`src/rtl/pr_timer_pkg.sv`:
```
// Shared register map, CTRL field positions and FSM encodings for pr_timer.
// Optional STATUS register is enabled by defining TIMER_IRQ_STATUS_EN.
package pr_timer_pkg;

    localparam logic [1:0] TMR_CTRL   = 2'd0;
    localparam logic [1:0] TMR_PRESET = 2'd1;
    localparam logic [1:0] TMR_COUNT  = 2'd2;
    localparam logic [1:0] TMR_STATUS = 2'd3;

    localparam int CTRL_EN = 0;
    localparam int CTRL_IM = 3;

    localparam logic [1:0] MODE_ONESHOT = 2'b00;
    localparam logic [1:0] MODE_RELOAD  = 2'b01;

    typedef enum logic [1:0] {
        S_IDLE = 2'd0,
        S_LOAD = 2'd1,
        S_CNT  = 2'd2,
        S_INT  = 2'd3
    } timerState_t;

    // MODE=1x behaves as one-shot, so only the exact 01 code reloads
    function automatic logic isReload(input logic [3:0] ctrl);
        return ctrl[2:1] == MODE_RELOAD;
    endfunction

endpackage

```
`src/rtl/be_merge.sv`:
```
// Byte-enable merge of a new word over an old word; purely combinational.
// Shared with the bridge and data memory write paths.
module be_merge (
    input  logic [31:0] oldWord,
    input  logic [31:0] newWord,
    input  logic [3:0]  be,
    output logic [31:0] merged
);

    always_comb begin
        merged = oldWord;
        for (int i = 0; i < 4; i++) begin
            if (be[i]) merged[8*i +: 8] = newWord[8*i +: 8];
        end
    end

endmodule

```
`src/rtl/pr_timer.sv`:
```
// Memory-mapped down-counting timer with level interrupt on the Pr* bus.
// Define TIMER_IRQ_STATUS_EN to expose the pending flag at offset 3 (write 1 to clear).
//
//   state  | meaning
//   -------+---------------------------------------------------------
//   S_IDLE | stopped, waiting for CTRL.EN
//   S_LOAD | COUNT <= PRESET
//   S_CNT  | decrementing; EN=0 stops and holds COUNT
//   S_INT  | set pending; reload (MODE=01) or clear EN and stop
module pr_timer
    import pr_timer_pkg::*;
#(
    parameter logic [31:0] PRESET_RST = 32'h0000_0000,
    parameter int          CNT_W      = 32
) (
    input  logic        clk,
    input  logic        reset,
    input  logic        sel,
    input  logic [31:0] addr,
    input  logic        we,
    input  logic [3:0]  be,
    input  logic [31:0] wd,
    output logic [31:0] rd,
    output logic        irq
);

    timerState_t      state, stateNext;
    logic [3:0]       ctrl, ctrlNext;
    logic [CNT_W-1:0] preset, presetNext;
    logic [CNT_W-1:0] count, countNext;
    logic             pending, pendingNext;
    logic             firstCnt;

    logic [31:0] regWord;
    logic [31:0] merged;
    logic        wrCtrl, wrPreset, autoClr;
    logic        unusedBits;

    always_comb begin
        regWord = '0;
        case (addr[3:2])
            TMR_CTRL:   regWord = {28'b0, ctrl};
            TMR_PRESET: regWord = 32'(preset);
            TMR_COUNT:  regWord = 32'(count);
            TMR_STATUS: begin
`ifdef TIMER_IRQ_STATUS_EN
                regWord = {31'b0, pending};
`else
                regWord = '0;
`endif
            end
            default:    regWord = '0;
        endcase
    end

    assign rd  = sel ? regWord : 32'b0;
    assign irq = pending & ctrl[CTRL_IM];

    be_merge uMerge (
        .oldWord (regWord),
        .newWord (wd),
        .be      (be),
        .merged  (merged)
    );

    assign wrCtrl   = sel && we && (addr[3:2] == TMR_CTRL);
    assign wrPreset = sel && we && (addr[3:2] == TMR_PRESET);
    // firstCnt marks the cycle right after LOAD, stretching the reload pulse to two cycles
    assign autoClr  = (state == S_CNT) && firstCnt && isReload(ctrl);

`ifdef TIMER_IRQ_STATUS_EN
    logic wrStatusClr;
    assign wrStatusClr = sel && we && (addr[3:2] == TMR_STATUS) && be[0] && wd[0];
`endif

    always_comb begin
        stateNext   = state;
        countNext   = count;
        ctrlNext    = ctrl;
        presetNext  = preset;
        pendingNext = pending;

        case (state)
            S_IDLE: begin
                if (ctrl[CTRL_EN]) stateNext = S_LOAD;
            end
            S_LOAD: begin
                countNext = preset;
                stateNext = S_CNT;
            end
            S_CNT: begin
                if (!ctrl[CTRL_EN]) begin
                    stateNext = S_IDLE;
                end else if (count > CNT_W'(1)) begin
                    countNext = count - CNT_W'(1);
                end else begin
                    countNext = '0;
                    stateNext = S_INT;
                end
            end
            S_INT: begin
                if (isReload(ctrl)) begin
                    stateNext = S_LOAD;
                end else begin
                    ctrlNext[CTRL_EN] = 1'b0;
                    stateNext         = S_IDLE;
                end
            end
            default: stateNext = S_IDLE;
        endcase

        if (autoClr) pendingNext = 1'b0;

        // bus write overrides the FSM's own EN clear
        if (wrCtrl) begin
            ctrlNext    = merged[3:0];
            pendingNext = 1'b0;
        end
        if (wrPreset) presetNext = merged[CNT_W-1:0];

`ifdef TIMER_IRQ_STATUS_EN
        if (wrStatusClr) pendingNext = 1'b0;
`endif

        // a set in the same edge as any clear wins
        if (state == S_INT) pendingNext = 1'b1;
    end

    always_ff @(posedge clk) begin
        if (reset) begin
            state    <= S_IDLE;
            ctrl     <= '0;
            preset   <= PRESET_RST[CNT_W-1:0];
            count    <= '0;
            pending  <= 1'b0;
            firstCnt <= 1'b0;
        end else begin
            state    <= stateNext;
            ctrl     <= ctrlNext;
            preset   <= presetNext;
            count    <= countNext;
            pending  <= pendingNext;
            firstCnt <= (state == S_LOAD);
        end
    end

    assign unusedBits = ^{addr[31:4], addr[1:0], merged};

endmodule

```
`config.mk`:
```
export PLATFORM = sky130hd
export DESIGN_NAME = pr_timer
export DESIGN_NICKNAME = d
export VERILOG_FILES = /design/src/rtl/pr_timer_pkg.sv /design/src/rtl/be_merge.sv /design/src/rtl/pr_timer.sv
export SDC_FILE = /design/constraint.sdc
export NUM_CORES = 1
export LEC_CHECK = 0
export ABC_CLOCK_PERIOD_IN_PS = 2350
export BUFFER_PORTS_ARGS = -buffer_cell sky130_fd_sc_hd__buf_2
export CAP_MARGIN = 20
export CORE_MARGIN = 4
export CORE_UTILIZATION = 50
export CTS_BUF_LIST = sky130_fd_sc_hd__clkbuf_4 sky130_fd_sc_hd__clkbuf_8
export DETAILED_ROUTE_END_ITERATION = 8
export PLACE_DENSITY = 0.82
export SLEW_MARGIN = 10
export SYNTH_ARGS = -nofsm -noshare
export SYNTH_HDL_FRONTEND = slang
export SYNTH_SLANG_ARGS = --single-unit
```
`constraint.sdc`:
```
create_clock -name clk -period 2.35 [get_ports clk]
set_clock_uncertainty 0.15 [all_clocks]
set_input_delay 0.3525 -clock clk [delete_from_list [all_inputs] [get_ports clk]]
set_output_delay 0.3525 -clock clk [all_outputs]
set_load 0.1 [all_outputs]
```
==> results.md <==
- Worst-path clk slew: 0.08 ns
- Hold Fails Final Rpt: 0
- Critical path launch point: count[2]
- Core area: 8300 um2
- Detailed placement HPWL: between 9000 and 10000 um
- Post-layout minimum cycle time: ~2.6 ns
- Share of cells above drive strength 1: a little under a third
- Cell variety after synth: between 50 and 60
- Max-slew violation count: 0
- Fin cells: around 820
- Peak VDD IR: about 0.00036 V
- Worst setup SP type: flip-flop
- Worst min-delay path endpoint: preset[29]
- Mapped cell area: approximately 4300 um2
- Pint: slightly below 2 mW
- Syn nets: roughly 680
- GR Overflow Total: 0
- Via count: between 5000 and 6000
- Asr flop ratio synth: 0%
- RSZ-0062 raised after global routing: yes
- Switching share of power: 25.4%
- Reg2Reg Depth: 8
- Worst min path class: input pin to flip-flop
- # hold bufs at CTS: 0
- Tightest Pin Transition: between 0.5 and 0.6 ns
- Arr. time, crit path: about 2.6 ns
- Outcome: finished, violations left
- Nets: about 800
- Largest net degree at the start of global routing: 48
- GR Util All Layers: 27.5%
- Post-Route WL: roughly 15000 um
- Worst Setup Slack, final: -0.211 ns
- PwrDens: 417 nW/um2
- Root buf cell: clkbuf_8
- Worst-case clock buffer depth: 2
- Number of global-route vias before repair: roughly 4800
- Initial Util: 52.1%
- Initial antenna violation count: 0
- Final Core Density: between 70% and 80%
- DRC Markers: 0
- CTS tree: built
- Peak Freq: ~0.4 GHz
- Failing checks: negative setup slack
- Io pins: between 100 and 150
- Avg Cell Area, Syn: 7.17 um2
- # fillers: approximately 540
- Die area: just over 10000 um2
- Initial DRC count: between 700 and 800
- Clk sinks: 72
- Syn. warnings: 0
- EDFF count, synth: 0
- Worst path required time: between 2 and 2.5 ns
- CP endpoint kind: flip-flop
- P_sw: between 0.6 and 0.7 mW
- Reg2reg start: count[2]
- WL per Instance: roughly 19 um
- Clock power share: around two fifths
- Final setup vio count: 27
- Most frequent cells in the layout: nand2_1, dfxtp_1, buf_4
- Row count: 33
- Top_reg_cell synth: dfxtp_1
- CTS H-tree depth: 3
- Post-DRT Antenna Nets: 0
- Worst R2R Setup Slack: -0.21 ns
- Reg power frac: 47.3%
- Drt first pass iters: 9
- ANT cells: 0
- Slew Limit Headroom: between 60% and 70%
- Setup CP Type: flip-flop to flip-flop
- Combinational fraction of design power: around 11%
- Most common cell after layout, fill and taps aside: nand2_1
- Final period util: 109%
- P&R area growth vs syn: 45.1%
- Die H: 101 um
- Critical Path Fanout Max: 18
- Die X: between 100 and 150 um
- Max-Cap Viols: 0
- Mapped Cells: ~600
- Register area share after synthesis: 33.3%
- Hold Path Cell Cnt: 5
- DR vias/cell: 6.41
- Worst-Skew Late Latency: approximately 0.36 ns
- Hold WS: ~0.22 ns
- Terminus of the critical flop-to-flop path: count[4]
- Register bit count reported by yosys: about 70
- GPL Wtd Cong: 0.894
- First-pass GRT wire length: around 23000 um
- Port Buffers: between 70 and 80
- Dpl cells: 792
- Min-delay src: wd[29]
- CTS Buf Count: 9
- Leakage power total: 2.45 nW
## area by class of cell
class	count	area, um2	share of cell area [%]
Clock buffer	10	131	2.09
Clock inverter	6	83.8	1.34
Inverter	6	22.5	0.359
Multi-Input combinational cell	478	3030	48.3
Sequential cell	72	1450	23.0
Tap cell	105	131	2.09
Timing Repair Buffer	141	1430	22.8
## how the worst max path moves through the flow
stage                end  slack, ns  cells past startpoint
6_report        count[4]      -0.21                      8
2_1_floorplan     rd[11]       0.03                      6
3_3_place_gp   count[17]      -0.10                      7
3_5_place_dp   count[12]      -0.14                      7
5_1_grt        count[23]      -0.37                      7
4_1_cts        count[12]     -0.008                      7
## per-layer routing
| layer | GRT usage [%] | wire length (um) | vias up |
|---|---|---|---|
| li1 | - | - | 2361 |
| met1 | 33.1 | 5550 | 2420 |
| met2 | 47.2 | 7340 | 377 |
| met3 | 6.85 | 1490 | 86 |
| met4 | 10.4 | 774 | 0 |
| met5 | 0 | 0 | - |
## synth_stat cells (3+ instances only)
master / number / share of area, %
a221oi_1: 5 / 1.0
a31oi_1: 3 / 0.43
inv_1: 6 / 0.52
a32oi_1: 3 / 0.61
nor3_1: 17 / 2.0
o21ai_0: 57 / 6.6
nand2_1: 124 / 11
nand3_1: 12 / 1.4
a21oi_1: 56 / 6.5
dfxtp_1: 72 / 33
buf_2: 4 / 0.46
clkbuf_1: 39 / 3.4
a22oi_1: 35 / 6.1
a32o_1: 6 / 1.4
nor4_1: 5 / 0.72
and2_1: 6 / 0.87
mux2i_1: 8 / 1.9
nor4_2: 3 / 0.87
o21a_1: 10 / 1.7
xor2_1: 3 / 0.61
nor2b_1: 33 / 4.8
o31ai_1: 5 / 0.87
nor2_1: 47 / 4.1
## power groups by stage
stage	Combinational (mW)	Sequential, mW	Clock, mW
after floorplan	0.166	1.26	0
after global placement	0.261	1.27	0
final	0.289	1.24	1.09
after CTS	0.273	1.24	1.08
after global routing	0.314	1.24	1.14
after detailed placement	0.271	1.27	0
## cells by family (layout without fill, tap and decap cells)
| family | count (synthesis) | after routing | synth area share (%) |
|---|---|---|---|
| flops | 72 | 72 | 33.3 |
| buf+inv | 54 | 163 | 5.24 |
| xor+xnor | 4 | 4 | 0.810 |
| compound gates | 198 | 199 | 28.9 |
| simple gates | 264 | 264 | 29.0 |
| fa+ha+maj | 2 | 2 | 0.578 |
| mux | 9 | 9 | 2.11 |
## worst max-delay path, stage by stage, from the launching register on
cell	delay, ns
dfxtp_1	0.36
nor4_2	0.44
o211ai_1	0.33
o41ai_4	0.36
buf_4	0.21
buf_12	0.15
o21ai_0	0.11
a221oi_2	0.24
nor2_1	0.06
## flip-flops by register name, summed over array words and instances (netlist names)
signal and flops:
count 32, preset 32, ctrl 4, state 2
firstCnt 1, pending 1
## repair_timing
item / CTS / global route
endpoints found under the setup margin: 17 / 29
pin swaps: 2 / 13
endpoints found under the hold margin: 0 / 0
gates cloned: 1 / 0
buffers inserted: 1 / 8
gates resized for setup: 1 / 30
## through the flow
| stage | power (mW) | setup slack [ns] | cell area (um2) | setup TNS, ns |
|---|---|---|---|---|
| detailed placement | 1.54 | -0.137 | 5830 | -0.992 |
| CTS | 2.59 | -0.00841 | 6070 | -0.00841 |
| finish | 2.62 | -0.211 | 6270 | -3.49 |
| floorplan | 1.43 | 0.0279 | 4540 | 0 |
| global route | 2.70 | -0.370 | 6270 | -6.66 |
| global placement | 1.53 | -0.101 | 5830 | -0.517 |
(Power assumes the default switching activity.)
